`config.mk`:
```
export PLATFORM = sky130hd
export DESIGN_NAME = csel_adder_pipe
export DESIGN_NICKNAME = d
export VERILOG_FILES = /design/src/rtl/csel_adder_pipe.sv
export SDC_FILE = /design/constraint.sdc
export NUM_CORES = 1
export LEC_CHECK = 0
export CAP_MARGIN = 20
export CORE_ASPECT_RATIO = 0.9
export CORE_MARGIN = 4
export CORE_UTILIZATION = 35
export DETAILED_ROUTE_END_ITERATION = 10
export HOLD_SLACK_MARGIN = 0.1
export SLEW_MARGIN = 0
export SYNTH_ARGS = -nofsm -noshare
export SYNTH_HDL_FRONTEND = slang
export SYNTH_SLANG_ARGS = --single-unit
```
`constraint.sdc`:
```
create_clock -name clk -period 1.4 [get_ports clk]
set_input_delay 0.28 -clock clk [delete_from_list [all_inputs] [get_ports clk]]
set_output_delay 0.28 -clock clk [all_outputs]
set_load 0.1 [all_outputs]
```
`src/rtl/csel_adder_pipe.sv`:
```
// Pipelined carry-select adder/subtractor: one GRP-bit group resolves per stage,
// with valid/ready streaming and a single global advance enable.
module csel_adder_pipe #(
   parameter int WIDTH = 16,
   parameter int GRP   = 4
) (
   input  logic             clk,
   input  logic             rst_n,
   input  logic             in_valid,
   output logic             in_ready,
   input  logic [WIDTH-1:0] a,
   input  logic [WIDTH-1:0] b,
   input  logic             cin,
   input  logic             sub,
   output logic             out_valid,
   input  logic             out_ready,
   output logic [WIDTH-1:0] sum,
   output logic             cout,
   output logic             ovf
);

   localparam int NGRP = WIDTH / GRP;
   localparam int LAST = NGRP - 1;

   // Ripple adder over one group; returns {carry_out, sum}.
   function automatic logic [GRP:0] grp_add(input logic [GRP-1:0] x,
                                            input logic [GRP-1:0] y,
                                            input logic           ci);
      logic           c;
      logic [GRP-1:0] s;
      c = ci;
      s = {GRP{1'b0}};
      for (int i = 0; i < GRP; i++) begin
         s[i] = x[i] ^ y[i] ^ c;
         c    = (x[i] & y[i]) | (x[i] & c) | (y[i] & c);
      end
      return {c, s};
   endfunction

   logic [WIDTH-1:0] b_eff_s;
   logic             c_eff_s;
   logic             adv_s;
   logic             ovf_r;

   assign b_eff_s = sub ? ~b : b;
   assign c_eff_s = sub ? ~cin : cin;

   for (genvar k = 0; k < NGRP; k++) begin : g_stg
      // OW: operand bits still unresolved after this stage; RW: resolved sum bits held
      localparam int OW = WIDTH - (k + 1) * GRP;
      localparam int RW = (k + 1) * GRP;

      logic [GRP-1:0] x_s;
      logic [GRP-1:0] y_s;
      logic           v_s;
      logic [GRP:0]   res_s;
      logic [RW-1:0]  s_nxt_s;
      logic           v_r;
      logic           c_r;
      logic [RW-1:0]  s_r;

      if (k == 0) begin : g_first
         assign x_s     = a[GRP-1:0];
         assign y_s     = b_eff_s[GRP-1:0];
         assign v_s     = in_valid;
         assign res_s   = grp_add(x_s, y_s, c_eff_s);
         assign s_nxt_s = res_s[GRP-1:0];
      end else begin : g_next
         logic [GRP:0] res0_s;
         logic [GRP:0] res1_s;
         assign x_s     = g_stg[k-1].g_hold.ha_r[GRP-1:0];
         assign y_s     = g_stg[k-1].g_hold.hb_r[GRP-1:0];
         assign v_s     = g_stg[k-1].v_r;
         assign res0_s  = grp_add(x_s, y_s, 1'b0);
         assign res1_s  = grp_add(x_s, y_s, 1'b1);
         assign res_s   = g_stg[k-1].c_r ? res1_s : res0_s;
         assign s_nxt_s = {res_s[GRP-1:0], g_stg[k-1].s_r};
      end

      if (OW > 0) begin : g_hold
         logic [OW-1:0] ha_s;
         logic [OW-1:0] hb_s;
         logic [OW-1:0] ha_r;
         logic [OW-1:0] hb_r;

         if (k == 0) begin : g_src0
            assign ha_s = a[WIDTH-1:GRP];
            assign hb_s = b_eff_s[WIDTH-1:GRP];
         end else begin : g_srck
            assign ha_s = g_stg[k-1].g_hold.ha_r[OW+GRP-1:GRP];
            assign hb_s = g_stg[k-1].g_hold.hb_r[OW+GRP-1:GRP];
         end

         // Forward the operand bits later stages still have to add.
         always_ff @(posedge clk or negedge rst_n) begin
            if (!rst_n) begin
               ha_r <= {OW{1'b0}};
               hb_r <= {OW{1'b0}};
            end else if (adv_s) begin
               ha_r <= ha_s;
               hb_r <= hb_s;
            end else begin
               ha_r <= ha_r;
               hb_r <= hb_r;
            end
         end
      end

      // Stage valid, group carry and resolved sum bits; all hold when the pipe stalls.
      always_ff @(posedge clk or negedge rst_n) begin
         if (!rst_n) begin
            v_r <= 1'b0;
            c_r <= 1'b0;
            s_r <= {RW{1'b0}};
         end else if (adv_s) begin
            v_r <= v_s;
            c_r <= res_s[GRP];
            s_r <= s_nxt_s;
         end else begin
            v_r <= v_r;
            c_r <= c_r;
            s_r <= s_r;
         end
      end
   end

   // Signed overflow is resolved alongside the MSB group so it leaves with its beat.
   always_ff @(posedge clk or negedge rst_n) begin
      if (!rst_n) begin
         ovf_r <= 1'b0;
      end else if (adv_s) begin
         ovf_r <= (g_stg[LAST].x_s[GRP-1] == g_stg[LAST].y_s[GRP-1]) &&
                  (g_stg[LAST].res_s[GRP-1] != g_stg[LAST].x_s[GRP-1]);
      end else begin
         ovf_r <= ovf_r;
      end
   end

   assign adv_s     = !g_stg[LAST].v_r || out_ready;
   assign in_ready  = adv_s;
   assign out_valid = g_stg[LAST].v_r;
   assign sum       = g_stg[LAST].s_r;
   assign cout      = g_stg[LAST].c_r;
   assign ovf       = ovf_r;

endmodule

```
## Word-level counts from Yosys, hierarchy flattened

Index checks and enable logic that the tools add are counted.
Widths: inputs -> output; s select.

- Equality and inequality tests: 2
- Multiplexer cells: 5
- Bitwise logic cells: 153
- Reductions and logical operators: 3

Operator list:

| operator | number |
|---|---|
| $and 1x1->1 | 60 |
| $or 1x1->1 | 50 |
| $xor 1x1->1 | 38 |
| $mux 16 | 1 |
| $not 16->16 | 1 |
| $mux 5 | 3 |
| $not 1->1 | 4 |
| $eq 1x1->1 | 1 |
| $logic_and 1x1->1 | 1 |
| $logic_not 1->1 | 1 |
| $logic_or 1x1->1 | 1 |
| $mux 1 | 1 |
| $ne 1x1->1 | 1 |

- Register bits: 97
- Input port bits: 38
- Logic and storage cells: 182

## Depth between registers and ports, before layout

- Depth after elaboration: 15
- Mapped depth: 11

## Worst setup path after synthesis

OpenSTA, ideal clock, no wires.

- Kind: input to register
- From: input port sub
- To: register g_stg[0].s_r[3]
- Library setup time: 0.117 ns
- Arrival: 2.402 ns
- Path slack: -1.119 ns
- Stages: 11
- Path buffers: 2
- Cells stage by stage: buf_2 -> buf_4 -> xor2_1 -> fa_1 -> inv_1 -> fa_1 -> fa_1 -> inv_1 -> fa_1 -> nand2_1 -> nand2_1

- Word-level cells in the longest chain between the ends: 11
- Elaborated cells between the ends (all ways): 19

RTL lines:

| what | line | source |
|---|---|---|
| start: declaration | 14 | `input logic sub,` |
| $mux 16 / $mux 1 (equally long branches) | 45, 46 |  |
| $and 1x1->1 | 35 | `c = (x[i] & y[i]) \| (x[i] & c) \| (y[i] & c);` |
| $or 1x1->1 (2 in series) | 35 |  |
| $and 1x1->1 | 35 |  |
| $or 1x1->1 (2 in series) | 35 |  |
| $and 1x1->1 | 35 |  |
| $or 1x1->1 (2 in series) | 35 |  |
| $xor 1x1->1 * | 34 | `s[i] = x[i] ^ y[i] ^ c;` |
| via g_stg[0].res_s[3] | 56 | `logic [GRP:0] res_s;` |
| end signal: assignment | 114 | `s_r <= {RW{1'b0}};` |
| end signal: assignment | 118 | `s_r <= s_nxt_s;` |
| end signal: assignment | 122 | `s_r <= s_r;` |
| end: declaration | 60 | `logic [RW-1:0] s_r;` |

Mark *: on every way through the listed nets, which the timed path passes. The rest lies on a longest branch.
A chain may end at the register's enable or synchronous reset.

## Worst setup path in the final report

Ends and elaborated chain as after synthesis.

==> metrics.md <==
| Metric | Value |
|---|---|
| Critical Path RT | 1630 ps |
| Tcrit/Tclk final | 129% |
| Initial antenna violation count | 0 |
| Synth cell types | 29 |
| Deepest clock path buffer count | 2 |
| Reg2Reg Setup Slack | -170 ps |
| Final Util | 50.2% |
| Initial Utilization | between 30% and 40% |
| DIE WIDTH | roughly 130 µm |
| Clk_skew | about 7.0 ps |
| Synth top cells by count | nand2_1, dfrtp_1, o21ai_0 |
| Vias in the first global route | approximately 3300 |
| Failing checks | setup timing |
| Die Area | 0.0143 mm² |
| Number of flops mapped to enable cells by yosys | 0 |
| Synth area leader | dfrtp_1 |
| Area contributors post-synth | dfrtp_1, nand2_1, ha_1 |
| Insertion delay to the later sink of the worst-skew pair | roughly 340 ps |
| Routed vias | 3246 |
| Clock root buffer | clkbuf_16 |
| Final hold slack | 414 ps |
| Hold WC Path Type | input port to flop |
| GPL Wtd Cong | between 0.7 and 0.8 |
| Core Area | 0.0121 mm² |
| First-pass GRT wire length | ~15000 µm |
| Row count | 38 |
| DP HPWL | 6180 µm |
| Asr flop ratio synth | between 90% and 100% |
| Area Overhead vs Synth | 39.9% |
| CP endpoint kind | flop |
| Yosys top cell area share | 55.8% |
| Synthesis-stage register bit count | 97 |
| Synthesis Warnings | 0 |
| Iter 0 DRT Violations | between 150 and 200 |
| Final hold vios | 0 |
| Hold Startpoint | a[1] |
| Synthesized area | 0.00435 mm² |
| Max Slew Vio Count | 0 |
| Port bufs | 57 |
| Crit path arrival time | around 2000 ps |
| Grt total ovfl | 0 |
| I/O pin count | 58 |
| # fillers | between 1000 and 1500 |
| H-tree Lvls | 3 |
| Routed len/inst | around 13 µm |
| Syn avg cell area | 9.23 µm² |
| Antenna Cells | 0 |
| Cells after synthesis | 471 |
| Critical path class | input port to flop |
| FF-to-FF Start | g_stg[2].g_hold.ha_r[0]$_DFFE_PN0P_ |
| # setup viols final | 10 |
| Post-Syn Nets | around 530 |
| DRC errors left | 0 |
| Antenna viol nets, final | 0 |
| Reg clk slew, reported paths | ~70 ps |
| Power density over the cells | 2480 mW/mm² |
| Clk sinks | 97 |
| Tot GR Track Use | between 10% and 20% |
| Top-count cell post-synth | nand2_1 |
| Pin count of the biggest net entering global routing | approximately 100 |
| Max-Cap Viols | 0 |
| Worst setup SP type | input port |
| Max Fclk | approximately 550 MHz |
| Pin slew with the least headroom to its limit | slightly above 500 ps |
| LEAKAGE | about 2.9 nW |
| Max-slew headroom | roughly 66% |
| Hold Path Stages | 4 |
| CTS tree | built |
| Nets | 613 |
| Worst Hold End | g_stg[0].s_r[1]$_DFFE_PN0P_ |
| Layout cells sized above 1 | 19.6% |
| Fin crit period | between 1500 and 2000 ps |
| Main synth FF type | dfrtp_1 |
| Die height | 114 µm |
| Crit-path max FO | 5 |
| Worst flop-to-flop path endpoint | ovf$_DFFE_PN0P_ |
| VDD IR max | just over 0.9 mV |
| Outcome | complete, but fails checks |
| Register area share after synthesis | between 50% and 60% |
| R2R depth | 5 |
| Worst Slack Setup Final | -402 ps |
| RSZ-0062 raised after global routing | yes |
| DR vias/cell | approximately 4.5 |
| Final wirelength | between 9000 and 10000 µm |
| Iteration count of the initial detailed-routing pass | 4 |
| CTS Buf Count | 9 |
-- cell usage in the layout, fill, tap and decap left out, types with 2 or more instances in the layout --
master / netlist / layout
o22a_1: 2 / 2
a21oi_1: 9 / 7
nand2_2: 0 / 3
buf_12: 0 / 28
nor2_1: 11 / 11
xor2_4: 0 / 2
clkbuf_16: 0 / 10
xor2_1: 8 / 6
o21ai_1: 0 / 6
ha_1: 15 / 11
inv_2: 0 / 4
buf_4: 1 / 26
or2_4: 0 / 3
xnor2_1: 20 / 18
clkdlybuf4s50_1: 0 / 30
o21a_1: 3 / 3
ha_2: 0 / 4
dlymetal6s2s_1: 0 / 2
o22ai_1: 3 / 3
inv_8: 0 / 2
inv_1: 11 / 7
nand2_1: 217 / 214
nand2b_1: 3 / 2
a21oi_2: 0 / 2
xnor2_2: 0 / 2
dfrtp_1: 97 / 96
o21ai_0: 26 / 20
fa_2: 0 / 3
buf_6: 0 / 8
clkinv_4: 0 / 2
clkinvlp_4: 0 / 2
-- stage by stage --
step	power, mW	worst slack (ps)	setup TNS (ps)	cell area (µm²)	instances
after CTS	14.8	-648	-2160	5900	715
after global placement	12.1	-1330	-17100	5540	693
final	15.1	-402	-1300	6080	721
after floorplan	9.74	-863	-5090	4510	471
after global routing	16.1	-469	-2200	6080	721
after detailed placement	12.2	-1340	-17140	5540	693
-- what timing repair did --
item / CTS / global route
cloned: 0 / 1
hold endpoints to repair: 97 / 0
endpoints found under the setup margin: 12 / 50
setup buffers: 5 / 6
pin swaps: 17 / 21
gates resized for setup: 18 / 42
hold buffers: 1 / 0
-- power by group --
group | internal [mW] | leakage, nW | switching [mW]
clock | 1.24 | 0.136 | 1.12
combinational | 3.34 | 1.63 | 4.38
sequential | 4.07 | 1.17 | 0.907
total | 8.65 | 2.93 | 6.41
-- per-layer routing --
layer,wire length (µm),part of all wire (%),global-route usage [%]
met2,4290,48,20.6
met4,170,1.9,5.78
met3,194,2.2,2.20
met5,0,0,0
met1,4370,48,18.0
-- layout make-up --
cell class                      instances  area [µm²]  share of cell area (%)
Clock inverter                          7        63.8                    1.05
Timing Repair Buffer                   98        1230                    20.2
Sequential cell                        97        2430                    40.0
Tap cell                              160         200                    3.29
Clock buffer                            9         225                    3.70
Multi-Input combinational cell        339        1890                    31.1
Inverter                               11        41.3                   0.679
-- logic make-up after synthesis --
group           count (synthesis)  synth area share [%]
xor+xnor                       28                  5.64
flops                          97                  55.8
mux                             1                 0.230
fa+ha+maj                      19                  6.16
simple gates                  240                  21.4
compound gates                 51                  7.14
buf+inv                        35                  3.65
-- worst max path at each step --
stage | startpoint | endpoint | slack (ps) | depth (start not counted)
floorplan | sub | g_stg[0].s_r[3]$_DFFE_PN0P_ | -860 | 11
global placement | sub | g_stg[0].s_r[3]$_DFFE_PN0P_ | -1330 | 11
detailed placement | sub | g_stg[0].s_r[3]$_DFFE_PN0P_ | -1340 | 11
CTS | sub | g_stg[0].s_r[3]$_DFFE_PN0P_ | -650 | 11
global route | sub | g_stg[0].s_r[3]$_DFFE_PN0P_ | -470 | 10
finish | sub | g_stg[0].s_r[3]$_DFFE_PN0P_ | -400 | 10
-- sequential cells by signal, indices dropped and copies added (netlist names) --
register,flops
g_stg.g_hold.ha_r,24
out_valid,1
g_stg.s_r,24
g_stg.v_r,3
sum,16
g_stg.c_r,3
g_stg.g_hold.hb_r,24
cout,1
ovf,1
-- worst max-delay path, stage by stage --
cell and delay [ps]:
buf_12 110, xor2_4 160, fa_2 220, inv_2 40, fa_2 330, fa_2 340, inv_2 60, fa_1 390
nand2_1 60, nand2_1 40
Power figures use the tool's default switching activity.
